--- config.mk ---
export PLATFORM = sky130hd
export DESIGN_NAME = stack_unit_flat
export DESIGN_NICKNAME = d
export VERILOG_FILES = /design/src/rtl/stack_pkg.sv /design/src/rtl/stack_unit_if.sv /design/src/rtl/stack_regfile.sv /design/src/rtl/stack_unit.sv /design/src/flat_wrapper.sv
export SDC_FILE = /design/constraint.sdc
export NUM_CORES = 1
export LEC_CHECK = 0
export CAP_MARGIN = 20
export CELL_PAD_IN_SITES_DETAIL_PLACEMENT = 2
export CELL_PAD_IN_SITES_GLOBAL_PLACEMENT = 2
export CORE_MARGIN = 2
export CORE_UTILIZATION = 40
export DETAILED_ROUTE_END_ITERATION = 12
export PLACE_DENSITY = 0.7
export SLEW_MARGIN = 20
export SYNTH_ARGS = -nofsm -noshare
export SYNTH_HDL_FRONTEND = slang
export SYNTH_SLANG_ARGS = --single-unit
--- constraint.sdc ---
create_clock -name clk -period 7.5 [get_ports clk]
set_input_delay 1.125 -clock clk [delete_from_list [all_inputs] [get_ports clk]]
set_output_delay 1.125 -clock clk [all_outputs]
set_load 0.05 [all_outputs]
--- src/rtl/stack_pkg.sv ---
// Shared types for the operand stack of the stack CPU.
// Optional sticky error flags are enabled with the STACK_ERR_EN macro.
package stack_pkg;

    localparam int DEF_DATA_W = 8;
    localparam int DEF_DEPTH  = 16;
    localparam int DEF_PTR_W  = $clog2(DEF_DEPTH);

    typedef logic [DEF_DATA_W-1:0] stack_word_t;
    typedef logic [DEF_PTR_W-1:0]  stack_ptr_t;

    typedef enum logic [2:0] {
        OP_NONE,
        OP_PUSH,
        OP_POP,
        OP_TOS,
        OP_REPL
    } stack_op_e;

endpackage

--- src/rtl/stack_unit_if.sv ---
// Control-unit to operand-stack bus: strobes in, data and status out.
// Overflow/underflow only carry information when STACK_ERR_EN is defined.
interface stack_unit_if #(
    parameter int DATA_W = stack_pkg::DEF_DATA_W,
    parameter int DEPTH  = stack_pkg::DEF_DEPTH
);
    localparam int PTR_W = $clog2(DEPTH);

    logic              push;
    logic              pop;
    logic              tos;
    logic              clr_err;
    logic [DATA_W-1:0] d_in;
    logic [DATA_W-1:0] d_out;
    logic              full;
    logic              empty;
    logic [PTR_W:0]    count;
    logic              overflow;
    logic              underflow;

    modport master (
        output push, pop, tos, clr_err, d_in,
        input  d_out, full, empty, count, overflow, underflow
    );

    modport slave (
        input  push, pop, tos, clr_err, d_in,
        output d_out, full, empty, count, overflow, underflow
    );

endinterface

--- src/rtl/stack_regfile.sv ---
// Stack storage: one synchronous write port, one combinational read port.
// Contents are intentionally not reset.
module stack_regfile #(
    parameter int DATA_W = stack_pkg::DEF_DATA_W,
    parameter int DEPTH  = stack_pkg::DEF_DEPTH,
    parameter int PTR_W  = $clog2(DEPTH)
) (
    input  logic              clk,
    input  logic              we_i,
    input  logic [PTR_W-1:0]  waddr_i,
    input  logic [DATA_W-1:0] wdata_i,
    input  logic [PTR_W-1:0]  raddr_i,
    output logic [DATA_W-1:0] rdata_o
);

    logic [DATA_W-1:0] mem_q [DEPTH];

    // Write the addressed entry when enabled
    always_ff @(posedge clk) begin
        if (we_i) mem_q[waddr_i] <= wdata_i;
    end

    assign rdata_o = mem_q[raddr_i];

endmodule

--- src/rtl/stack_unit.sv ---
// LIFO operand stack with registered read data and full/empty/count status.
// Define STACK_ERR_EN for sticky overflow/underflow flags cleared by clr_err.
module stack_unit
    import stack_pkg::*;
#(
    parameter int DATA_W = DEF_DATA_W,
    parameter int DEPTH  = DEF_DEPTH
) (
    input  logic        clk,
    input  logic        rst,
    stack_unit_if.slave bus
);

    localparam int PTR_W = $clog2(DEPTH);

    logic [PTR_W:0]    count_q, count_d;
    logic [DATA_W-1:0] dout_q, dout_d;
    logic [DATA_W-1:0] rd_data;
    logic [PTR_W-1:0]  top_idx;
    logic [PTR_W-1:0]  waddr;
    logic              we;
    logic              full, empty;
    logic              ovf_set, unf_set;
    stack_op_e         op;

    assign full    = (count_q == (PTR_W+1)'(DEPTH));
    assign empty   = (count_q == '0);
    assign top_idx = PTR_W'(count_q - (PTR_W+1)'(1));

    // Decode strobes; push/pop dominate tos, push+pop is a replace
    always_comb begin
        op = OP_NONE;
        unique case (1'b1)
            bus.push && bus.pop:               op = OP_REPL;
            bus.push && !bus.pop:              op = OP_PUSH;
            !bus.push && bus.pop:              op = OP_POP;
            !bus.push && !bus.pop && bus.tos:  op = OP_TOS;
            default:                           op = OP_NONE;
        endcase
    end

    // Next pointer, read data, write strobe and error events
    always_comb begin
        count_d = count_q;
        dout_d  = dout_q;
        we      = 1'b0;
        waddr   = top_idx;
        ovf_set = 1'b0;
        unf_set = 1'b0;
        unique case (op)
            OP_PUSH: begin
                if (full) begin
                    ovf_set = 1'b1;
                end else begin
                    we      = 1'b1;
                    waddr   = count_q[PTR_W-1:0];
                    count_d = count_q + (PTR_W+1)'(1);
                end
            end
            OP_POP: begin
                if (empty) begin
                    unf_set = 1'b1;
                end else begin
                    dout_d  = rd_data;
                    count_d = count_q - (PTR_W+1)'(1);
                end
            end
            OP_TOS: begin
                if (empty) unf_set = 1'b1;
                else       dout_d  = rd_data;
            end
            OP_REPL: begin
                if (empty) begin
                    unf_set = 1'b1;
                end else begin
                    dout_d = rd_data;
                    we     = 1'b1;
                end
            end
            default: ;
        endcase
    end

    // Stack pointer and registered read data
    always_ff @(posedge clk or negedge rst) begin
        if (!rst) begin
            count_q <= '0;
            dout_q  <= '0;
        end else begin
            count_q <= count_d;
            dout_q  <= dout_d;
        end
    end

    stack_regfile #(
        .DATA_W (DATA_W),
        .DEPTH  (DEPTH),
        .PTR_W  (PTR_W)
    ) u_regfile (
        .clk     (clk),
        .we_i    (we),
        .waddr_i (waddr),
        .wdata_i (bus.d_in),
        .raddr_i (top_idx),
        .rdata_o (rd_data)
    );

`ifdef STACK_ERR_EN
    logic ovf_q, unf_q;

    // Sticky error flags; a new event beats a simultaneous clear
    always_ff @(posedge clk or negedge rst) begin
        if (!rst) begin
            ovf_q <= 1'b0;
            unf_q <= 1'b0;
        end else begin
            ovf_q <= ovf_set | (ovf_q & ~bus.clr_err);
            unf_q <= unf_set | (unf_q & ~bus.clr_err);
        end
    end

    assign bus.overflow  = ovf_q;
    assign bus.underflow = unf_q;
`else
    logic unused_err;
    assign unused_err    = ^{bus.clr_err, ovf_set, unf_set};
    assign bus.overflow  = 1'b0;
    assign bus.underflow = 1'b0;
`endif

    assign bus.d_out = dout_q;
    assign bus.full  = full;
    assign bus.empty = empty;
    assign bus.count = count_q;

endmodule

--- src/flat_wrapper.sv ---
// flat-port wrapper written by rule: the top's interface ports become plain ports
module stack_unit_flat import stack_pkg::*;
#(
    parameter int DATA_W = DEF_DATA_W,
    parameter int DEPTH  = DEF_DEPTH
)
  (clk, rst, bus_push, bus_pop, bus_tos, bus_clr_err, bus_d_in, bus_d_out, bus_full, bus_empty, bus_count, bus_overflow, bus_underflow);
  stack_unit_if #(.DATA_W(DATA_W), .DEPTH(DEPTH)) bus_i ();
  input  logic clk;
  input  logic rst;
  input wire logic [$bits(bus_i.push)-1:0] bus_push;
  input wire logic [$bits(bus_i.pop)-1:0] bus_pop;
  input wire logic [$bits(bus_i.tos)-1:0] bus_tos;
  input wire logic [$bits(bus_i.clr_err)-1:0] bus_clr_err;
  input wire logic [$bits(bus_i.d_in)-1:0] bus_d_in;
  output wire logic [$bits(bus_i.d_out)-1:0] bus_d_out;
  output wire logic [$bits(bus_i.full)-1:0] bus_full;
  output wire logic [$bits(bus_i.empty)-1:0] bus_empty;
  output wire logic [$bits(bus_i.count)-1:0] bus_count;
  output wire logic [$bits(bus_i.overflow)-1:0] bus_overflow;
  output wire logic [$bits(bus_i.underflow)-1:0] bus_underflow;
  assign bus_i.push = bus_push;
  assign bus_i.pop = bus_pop;
  assign bus_i.tos = bus_tos;
  assign bus_i.clr_err = bus_clr_err;
  assign bus_i.d_in = bus_d_in;
  assign bus_d_out = bus_i.d_out;
  assign bus_full = bus_i.full;
  assign bus_empty = bus_i.empty;
  assign bus_count = bus_i.count;
  assign bus_overflow = bus_i.overflow;
  assign bus_underflow = bus_i.underflow;
  stack_unit #(.DATA_W(DATA_W), .DEPTH(DEPTH)) u_core (.clk(clk), .rst(rst), .bus(bus_i));
endmodule
==> metrics.txt, run 1 <==
run status=completed; width of the die=125 µm; antenna violations before repair=0; Hold Path Sink=u_core.bus.d_out[2]; Mapped Avg Cell Area=19.3 µm²; post-cts repair resize count=0; routed via count=2,965; highest routing layer actually used=met4; Worst Min Path Start=u_core.bus.d_out[2]; WL/cell=25.6 µm; weighted congestion reported at the end of routability-driven placement=0.768; maximum level of the CTS H-tree=4; Post-synth EDFFs=128; count of different cell masters after synthesis=45; top area cells in the synthesized netlist=sky130_fd_sc_hd__edfxtp_1, sky130_fd_sc_hd__mux4_2, sky130_fd_sc_hd__dfrtp_1, sky130_fd_sc_hd__mux2i_1, sky130_fd_sc_hd__o221ai_1; Hold/Removal Path Class=flip-flop to flip-flop; Leakage Power=2.23 nW; DPL Wire Length=8720 µm; endpoint required time on the critical path=6380 ps; standard cell area after detailed placement=6260 µm²; post-route clock skew=7.02 ps; count of hold buffers inserted by post-cts repair=0; number of antenna cells inserted=0; register area share after synthesis=70.9%; reg-to-reg critical path endpoint=u_core.u_regfile.mem_q[0][5]; antenna violation net count after detailed routing=0; number of warnings printed during yosys synthesis=0; share of post-route cells with drive strength above 1=21.3%; most frequent cell after synthesis=sky130_fd_sc_hd__edfxtp_1; commonest cells in the netlist=sky130_fd_sc_hd__edfxtp_1, sky130_fd_sc_hd__mux4_2, sky130_fd_sc_hd__nor2_1; synthesis-to-finish area growth=16.2%; Register-to-Register Setup Slack=4250 ps; total of buffers placed on input and output ports=27; critical path arrival=2660 ps; Max Fanout on Critical Path=11; proportion of netlist area held by the largest area contributor=65.4%; total congestion overflow=0; initial drt markers=161; slew at the pin closest to its max-slew limit=1090 ps; placeable core area=14,400 µm²; overall die height=125 µm; final-layout setup total negative slack=0 ps; die area=15,700 µm²; final std cell area, no fill=6830 µm²; number of endpoints failing setup at the final stage=0; clock tree root driver cell=sky130_fd_sc_hd__clkbuf_16; detailed-routed wire length on met3=443 µm; Residual DRC=0; count of placed standard cells in the final layout, fillers left out=531; gate count of the mapped netlist=305; Clock transition at path regs=60 ps; clock sinks=141; tightest hold margin=505 ps; Period minus WS final=3790 ps; clock tree from TritonCTS=done; RSZ-0062 raised after global routing=no; routed metal-1 wire length=5830 µm; Post-CTS Repair Setup Buffers=0; worst-case clock buffer depth=2; placed insts=499; total routing resource utilization after global routing=18.8%; type of the setup path with the least slack=flip-flop to primary output; number of max-capacitance violations reported=0; number of flip-flops and latches in the synthesized netlist=141; Total Routed Length=13,600 µm; Max-Slew Margin vs Limit=27.1%; Pre-antenna DRT Iters=4; area of the mapped netlist=5880 µm²; total length of routed met2 wires=6990 µm; Initial Util=40.7%; count of pins over their slew limit=0; period utilisation layout=50.5%; fraction of the core area covered by cells at the end of the flow=47.4%; num ports=31; vias per cell=5.58; Setup crit start kind=flip-flop; PD cells=447 nW/µm²; worst ir drop on vdd=0.000212 V; startpoint of the lowest-slack register-to-register path=u_core.bus.count[1]; number of cells on the worst hold path=2; cell count of the worst reg-to-reg path=4; clock latency on the worst-skew pair=420 ps; global-route wire length before repair=21,100 µm; number of global-route vias before repair=3,350; category of the worst setup path capture point=primary output; number of buffers created by CTS=17; async set or reset register ratio after synthesis=9.22%; cell taking the most area after synthesis=sky130_fd_sc_hd__edfxtp_1; Achievable Freq=0.264 GHz; net total in the final layout=351; hold violation count in the final report=0; pin count of the biggest net entering global routing=43; row cnt=44; most instantiated flip-flop cell in the synthesis netlist=sky130_fd_sc_hd__edfxtp_1
==> critical path, cell delays in order (launching register included) <==
cell and delay, ps:
sky130_fd_sc_hd__dfrtp_1 530, sky130_fd_sc_hd__inv_1 160, sky130_fd_sc_hd__ha_1 300, sky130_fd_sc_hd__nor4b_4 370, sky130_fd_sc_hd__clkdlybuf4s50_1 870
==> worst max path at each step <==
stage,startpoint,endpoint,slack [ps],cells after the start
2_1_floorplan,u_core.bus.count[0],bus_empty,4290,5
3_5_place_dp,bus_push,u_core.u_regfile.mem_q[10][5],3510,5
6_report,u_core.bus.count[1],bus_empty,3710,4
3_3_place_gp,bus_push,u_core.u_regfile.mem_q[11][5],3630,5
4_1_cts,u_core.bus.count[1],bus_empty,3700,4
5_1_grt,u_core.bus.count[1],bus_empty,3590,4
==> layout by cell type, fill, tap and decap left out, types with 3 or more instances in the layout <==
master and count:
sky130_fd_sc_hd__o221ai_1 8, sky130_fd_sc_hd__clkbuf_16 17, sky130_fd_sc_hd__mux2i_1 16, sky130_fd_sc_hd__nor4_1 3, sky130_fd_sc_hd__edfxtp_1 128, sky130_fd_sc_hd__clkinvlp_4 5, sky130_fd_sc_hd__mux4_2 32, sky130_fd_sc_hd__ha_1 3
sky130_fd_sc_hd__nand2_1 13, sky130_fd_sc_hd__a31oi_1 4, sky130_fd_sc_hd__dfrtp_1 12, sky130_fd_sc_hd__nor2_1 17, sky130_fd_sc_hd__xnor2_1 6, sky130_fd_sc_hd__o21ai_0 3, sky130_fd_sc_hd__a211oi_1 3, sky130_fd_sc_hd__clkinv_4 3
sky130_fd_sc_hd__clkdlybuf4s50_1 27, sky130_fd_sc_hd__inv_1 3, sky130_fd_sc_hd__nand2b_1 3
==> final cells by class <==
type | instances | area, µm²
Timing Repair Buffer | 29 | 285
Clock inverter | 13 | 141
Fill cell | 1321 | 7590
Tap cell | 184 | 230
Multi-Input combinational cell | 141 | 1550
Sequential cell | 141 | 4170
Clock buffer | 19 | 433
Inverter | 4 | 20.0
==> cell families (layout without fill, tap and decap cells) <==
group	Yosys count	in the layout	synth area share [%]
DFF	141	141	70.9
muxes	49	49	15.2
and+or+nand+nor	49	49	5.09
AOI/OAI and AO/OA	31	31	4.32
buffers and inverters	24	65	2.72
xor gates and xnor gates	7	7	1.04
adders and majority gates	3	3	0.639
other	1	2	0.0638
==> power breakdown <==
group          leakage (nW)  switching, mW  internal [mW]
combinational         0.654          0.694          0.469
sequential             1.31         0.0826          0.990
clock                 0.264          0.326          0.490
==> stage by stage <==
step / setup WS [ps] / power (mW)
2_1_floorplan: 4290 / 1.94
3_3_place_gp: 3630 / 2.22
3_5_place_dp: 3510 / 2.27
4_1_cts: 3700 / 3.09
5_1_grt: 3590 / 3.20
6_report: 3710 / 3.05
==> flip-flops by register name, summed over array words and instances (netlist names) <==
name                    flops
u_core.bus.count            5
u_core.bus.d_out            8
u_core.u_regfile.mem_q    128
==> layer usage <==
metal / global-route usage (%) / up-vias
li1: - / 1298
met1: 24.0 / 1582
met2: 31.2 / 63
met3: 3.85 / 22
met4: 8.43 / 0
met5: 0 / -
No activity file was read; power rests on OpenSTA's default activity.
==> run 2: changes to the inputs <==
==> constraint.sdc (replaced) <==
create_clock -name clk -period 3.7 [get_ports clk]
set_input_delay 0.555 -clock clk [delete_from_list [all_inputs] [get_ports clk]]
set_output_delay 0.555 -clock clk [all_outputs]
set_load 0.05 [all_outputs]
==> metrics.txt, run 2 (synthesis gave the netlist of run 1 again) <==
Max-Slew Margin vs Limit=36.3% (+9.2 points); vias per cell=5.56 (-0.43%); number of buffers created by CTS=17 (unchanged); num ports=31 (unchanged); category of the worst setup path capture point=primary output; Hold/Removal Path Class=flip-flop to flip-flop; Achievable Freq=0.302 GHz; reg-to-reg critical path endpoint=u_core.u_regfile.mem_q[3][7]; top register by number of flip-flops=u_core.u_regfile.mem_q; endpoint required time on the critical path=3140 ps (-3240 ps); clock tree from TritonCTS=done; CP peak stage delay=870 ps (about the same); Max Fanout on Critical Path=14 (+3); total congestion overflow=0 (unchanged); final std cell area, no fill=7000 µm² (+2.4%); number of cells on the worst hold path=2 (unchanged); Largest register FFs=128 (unchanged); slew at the pin closest to its max-slew limit=952 ps (-138 ps); PD cells=922 nW/µm² (+110%); total of buffers placed on input and output ports=27 (unchanged); slowest cell on the critical path=sky130_fd_sc_hd__clkdlybuf4s50_1; Period minus WS final=3310 ps; clock sinks=141 (unchanged); standard cell area after detailed placement=6350 µm² (+1.4%); Hold Path Sink=u_core.bus.d_out[3]; post-route clock skew=6.50 ps (-0.517 ps); cells along the critical path=inv_1 -> ha_1 -> nor4b_4 -> clkdlybuf4s50_1; number of global-route vias before repair=3,421 (+2.1%); Initial Util=40.7% (unchanged); final-layout setup total negative slack=0 ps (unchanged); layout filler cell count=1,289 (-2.4%); most common cell after layout, fill and taps aside=sky130_fd_sc_hd__edfxtp_1; overall die height=125 µm (unchanged); global-route wire length before repair=21,500 µm (+1.8%); Leakage Power=2.34 nW (+5.1%); Total Routed Length=13,900 µm (+2.0%); Post-CTS Repair Setup Buffers=0 (unchanged); run status=completed; worst-case clock buffer depth=2 (unchanged); Residual DRC=0 (unchanged); die area=15,700 µm² (unchanged); routed metal-1 wire length=5810 µm (-0.33%); total length of routed met2 wires=7390 µm (+5.7%); number of endpoints failing setup at the final stage=0 (unchanged); clock tree root driver cell=sky130_fd_sc_hd__clkbuf_16; Clock transition at path regs=60 ps (about the same); stages on the worst setup path=4 (unchanged); Setup crit start kind=flip-flop; Pre-antenna DRT Iters=6 (+2); maximum level of the CTS H-tree=4 (unchanged); Buf+Inv Stages, Crit Path=2 (unchanged); cell count of the worst reg-to-reg path=7 (+3); share of post-route cells with drive strength above 1=23.7% (+2.4 points); worst ir drop on vdd=0.000428 V (+100%); synthesis-to-finish area growth=19.0%; DPL Wire Length=8760 µm (+0.36%); startpoint of the lowest-slack register-to-register path=u_core.bus.count[0]; top library cells by usage in the layout, fill and taps aside=sky130_fd_sc_hd__edfxtp_1, sky130_fd_sc_hd__mux4_2, sky130_fd_sc_hd__clkdlybuf4s50_1; routed via count=3,019 (+1.8%); WL/cell=25.6 µm (-0.21%); count of pins over their slew limit=0 (unchanged); RSZ-0062 raised after global routing=no; highest routing layer actually used=met4; type of the setup path with the least slack=flip-flop to primary output; Overall Power=6.45 mW (+110%); width of the die=125 µm (unchanged); weighted congestion reported at the end of routability-driven placement=0.784 (+2.1%); Register-to-Register Setup Slack=520 ps (-3730 ps); Worst path top cell family by delay=buffers and inverters; initial drt markers=199 (+24%); post-cts repair resize count=0 (unchanged); total routing resource utilization after global routing=19.2% (+0.38 points); count of hold buffers inserted by post-cts repair=0 (unchanged); antenna violation net count after detailed routing=0 (unchanged); clock latency on the worst-skew pair=420 ps (about the same); hold violation count in the final report=0 (unchanged); placeable core area=14,400 µm² (unchanged); antenna violations before repair=0 (unchanged); critical path arrival=2760 ps (+100 ps); period utilisation layout=89.5%; number of antenna cells inserted=0 (unchanged); net total in the final layout=363 (+3.4%); Worst Min Path Start=u_core.bus.d_out[3]; pin count of the biggest net entering global routing=31 (-28%); number of max-capacitance violations reported=0 (unchanged); detailed-routed wire length on met3=492 µm (+11%); row cnt=44 (unchanged)
-- run 2: worst max-delay path by stage --
stage	start	slack (ps)	to
2_1_floorplan	u_core.bus.count[0]	630	u_core.u_regfile.mem_q[10][0]
3_3_place_gp	u_core.bus.count[0]	650	u_core.u_regfile.mem_q[2][5]
3_5_place_dp	u_core.bus.count[0]	550	u_core.u_regfile.mem_q[1][5]
4_1_cts	u_core.bus.count[0]	360	bus_empty
5_1_grt	u_core.bus.count[0]	210	bus_empty
6_report	u_core.bus.count[0]	390	bus_empty
-- run 2: cell type report --
class                           count  area, µm²  area share (%)
Sequential cell                   141       4170            59.6
Multi-Input combinational cell    141       1550            22.2
Clock buffer                       23        468            6.69
Timing Repair Buffer               41        375            5.37
Tap cell                          184        230            3.29
Clock inverter                      9        180            2.58
Inverter                            4       20.0           0.286
-- run 2: layer usage --
layer / vias up / track usage, %
met5: - / 0
met4: 0 / 6.60
met2: 58 / 33.3
met3: 13 / 5.05
met1: 1628 / 23.3
li1: 1320 / -
-- run 2: worst register-to-register path: cells and delay by family, from the launching register on --
kind | cells | cell delay (ps)
AOI/OAI and AO/OA | 1 | 310
adders and majority gates | 1 | 330
buffers and inverters | 2 | 340
DFF | 1 | 610
and+or+nand+nor | 3 | 1210
-- run 2: power by group --
part           leakage, nW  switching [mW]  total [mW]  internal, mW
Combinational        0.719            1.39        2.36         0.974
Clock                0.312           0.646        1.88          1.24
Sequential            1.31           0.202        2.21          2.00
Total                 2.34            2.24        6.45          4.21
-- run 2: metrics by stage --
stage	worst slack, ps	hold slack (ps)	util, %	cells
2_1_floorplan	627	259	-	306
3_3_place_gp	652	477	44.0	511
3_5_place_dp	553	488	44.0	511
4_1_cts	361	511	48.5	543
5_1_grt	212	535	48.5	543
6_report	390	503	48.5	543
==> run 3: changes to the inputs <==
--- a/config.mk
+++ b/config.mk
@@ -10,8 +10,10 @@
 export CELL_PAD_IN_SITES_GLOBAL_PLACEMENT = 2
 export CORE_MARGIN = 2
 export CORE_UTILIZATION = 40
+export CTS_BUF_LIST = sky130_fd_sc_hd__clkbuf_16
 export DETAILED_ROUTE_END_ITERATION = 12
-export PLACE_DENSITY = 0.7
+export PLACE_DENSITY_LB_ADDON = 0.3
+export SKIP_CTS_REPAIR_TIMING = 1
 export SLEW_MARGIN = 20
 export SYNTH_ARGS = -nofsm -noshare
 export SYNTH_HDL_FRONTEND = slang
==> metrics.txt, run 3 (synthesis gave the netlist of run 1 again) <==
run status=completed; Clock Power Share=25.9% (-3.3 points); worst-case clock buffer depth=2 (unchanged); initial drt markers=220 (+11%); Total Routed Length=14,000 µm (+0.67%); Period minus WS final=3300 ps (-10.4 ps); combinational group share of total power=38.7% (+2.1 points); Max-Slew Margin vs Limit=32.0% (-4.3 points); maximum level of the CTS H-tree=4 (unchanged); DPL Wire Length=8860 µm (+1.2%); post-route clock skew=12.1 ps (+5.57 ps); cells along the critical path=inv_1 -> ha_1 -> nor4b_4 -> clkdlybuf4s50_1; number of max-capacitance violations reported=0 (unchanged); slowest cell on the critical path=sky130_fd_sc_hd__clkdlybuf4s50_1; placeable core area=14,400 µm² (unchanged); Setup crit start kind=flip-flop; endpoint required time on the critical path=3140 ps (about the same); clock tree from TritonCTS=done; critical path arrival=2750 ps (about the same); width of the die=125 µm (unchanged); Buf+Inv Stages, Crit Path=2 (unchanged); PD cells=900 nW/µm² (-2.4%); synthesis-to-finish area growth=18.0%; number of antenna cells inserted=0 (unchanged); number of global-route vias before repair=3,415 (-0.18%); top library cells by usage in the layout, fill and taps aside=sky130_fd_sc_hd__edfxtp_1, sky130_fd_sc_hd__mux4_2, sky130_fd_sc_hd__clkdlybuf4s50_1; Worst path top cell family by delay=buffers and inverters; num ports=31 (unchanged); type of the setup path with the least slack=flip-flop to primary output; Initial Util=40.7% (unchanged); RSZ-0062 raised after global routing=no; clock latency on the worst-skew pair=430 ps (about the same); weighted congestion reported at the end of routability-driven placement=0.766 (-2.4%); category of the worst setup path capture point=primary output; Clock transition at path regs=60 ps (about the same); Overall Power=6.24 mW (-3.2%); period utilisation layout=89.2% (-0.28 points); Achievable Freq=0.303 GHz (+0.31%); Residual DRC=0 (unchanged); most common cell after layout, fill and taps aside=sky130_fd_sc_hd__edfxtp_1; global-route wire length before repair=21,700 µm (+1.0%); routed via count=3,034 (+0.50%); multi-input combinational cell area=1550 µm² (unchanged); top register by number of flip-flops=u_core.u_regfile.mem_q; CP peak stage delay=870 ps (about the same); overall die height=125 µm (unchanged); antenna violation net count after detailed routing=0 (unchanged); pin count of the biggest net entering global routing=33 (+6.5%); net total in the final layout=365 (+0.55%); Leakage Power=2.33 nW (-0.48%); layout filler cell count=1,275 (-1.1%); final-layout setup total negative slack=0 ps (unchanged); WL/cell=25.7 µm (+0.30%); fraction of power consumed by sequential logic=35.4% (+1.2 points); total of buffers placed on input and output ports=27 (unchanged); switching part of the total power=36.1% (+1.4 points); row cnt=44 (unchanged); antenna violations before repair=0 (unchanged); Max Fanout on Critical Path=12 (-2); number of buffers created by CTS=17 (unchanged); number of endpoints failing setup at the final stage=0 (unchanged); total congestion overflow=0 (unchanged); sequential standard cell area=4170 µm² (unchanged); share of post-route cells with drive strength above 1=23.8% (+0.15 points); vias per cell=5.57 (+0.13%); internal power consumption=3.99 mW (-5.4%); Pre-antenna DRT Iters=4 (-2); count of pins over their slew limit=0 (unchanged); hold violation count in the final report=0 (unchanged); clock sinks=141 (unchanged); clock tree root driver cell=sky130_fd_sc_hd__clkbuf_16; die area=15,700 µm² (unchanged); Hold/Removal Path Class=flip-flop to flip-flop; Largest register FFs=128 (unchanged); total routing resource utilization after global routing=19.4% (+0.22 points); fraction of the core area covered by cells at the end of the flow=48.1% (-0.41 points); worst ir drop on vdd=0.000522 V (+22%); slew at the pin closest to its max-slew limit=1020 ps (+64.8 ps); net switching power figure=2.25 mW (+0.78%)
[run 3: cell count changes in the layout (fill, tap and decap cells not counted)]
| cell | change |
|---|---|
| sky130_fd_sc_hd__buf_12 | +1 |
| sky130_fd_sc_hd__buf_4 | +1 |
| sky130_fd_sc_hd__bufinv_16 | -3 |
| sky130_fd_sc_hd__clkbuf_1 | -4 |
| sky130_fd_sc_hd__clkbuf_8 | -2 |
| sky130_fd_sc_hd__clkinv_1 | +2 |
| sky130_fd_sc_hd__clkinv_2 | +2 |
| sky130_fd_sc_hd__clkinv_4 | +3 |
| sky130_fd_sc_hd__inv_1 | +3 |
| sky130_fd_sc_hd__inv_6 | -1 |
[run 3: area by class of cell]
type	instances	share of cell area, %
inverter	4	0.289
multi-input combinational	141	22.4
sequential	141	60.1
tap	184	3.32
clock inverter	15	1.97
timing repair buffer	43	5.81
clock buffer	17	6.13
[run 3: power by group through the flow]
stage	Sequential, mW	Clock (mW)	Combinational (mW)
floorplan	2.35	0	1.59
global placement	2.22	0	2.37
detailed placement	2.25	0	2.43
CTS	2.22	1.65	2.46
global route	2.24	1.71	2.59
finish	2.21	1.62	2.42
[run 3: worst paths after layout]
check	to	slack, ps	start	cells after the start
setup / recovery	bus_empty	400	u_core.bus.count[0]	4
hold / removal	u_core.bus.d_out[0]	510	u_core.bus.d_out[0]	2
hold reg to reg	u_core.bus.d_out[0]	510	u_core.bus.d_out[0]	2
setup reg to reg	u_core.u_regfile.mem_q[3][1]	590	u_core.bus.count[0]	6
max in group asynchronous	u_core.bus.count[0]	2610	rst	1
min in group asynchronous	u_core.bus.d_out[6]	570	rst	1
[run 3: through the flow]
| step | worst slack, ps | instance area (µm²) | instances | hold WS (ps) |
|---|---|---|---|---|
| 2_1_floorplan | 627 | 5880 | 306 | 259 |
| 6_report | 400 | 6940 | 545 | 509 |
| 4_1_cts | 355 | 6940 | 545 | 520 |
| 3_3_place_gp | 683 | 6370 | 513 | 493 |
| 3_5_place_dp | 577 | 6370 | 513 | 493 |
| 5_1_grt | 207 | 6940 | 545 | 530 |
[run 3: worst reg2reg max path: cells and delay by family, from the launching register on]
family / cells / cell delay (ps)
adders and majority gates: 1 / 330
and+or+nand+nor: 2 / 1000
buffers and inverters: 1 / 240
DFF: 1 / 570
AOI/OAI and AO/OA: 2 / 570
[run 3: per-layer routing]
layer,wire length (µm),GRT usage [%],vias to the layer above
met4,296,7.19,0
met5,0,0,-
met3,479,6.12,21
met1,6110,24.6,1627
met2,7100,31.6,62
li1,-,-,1324
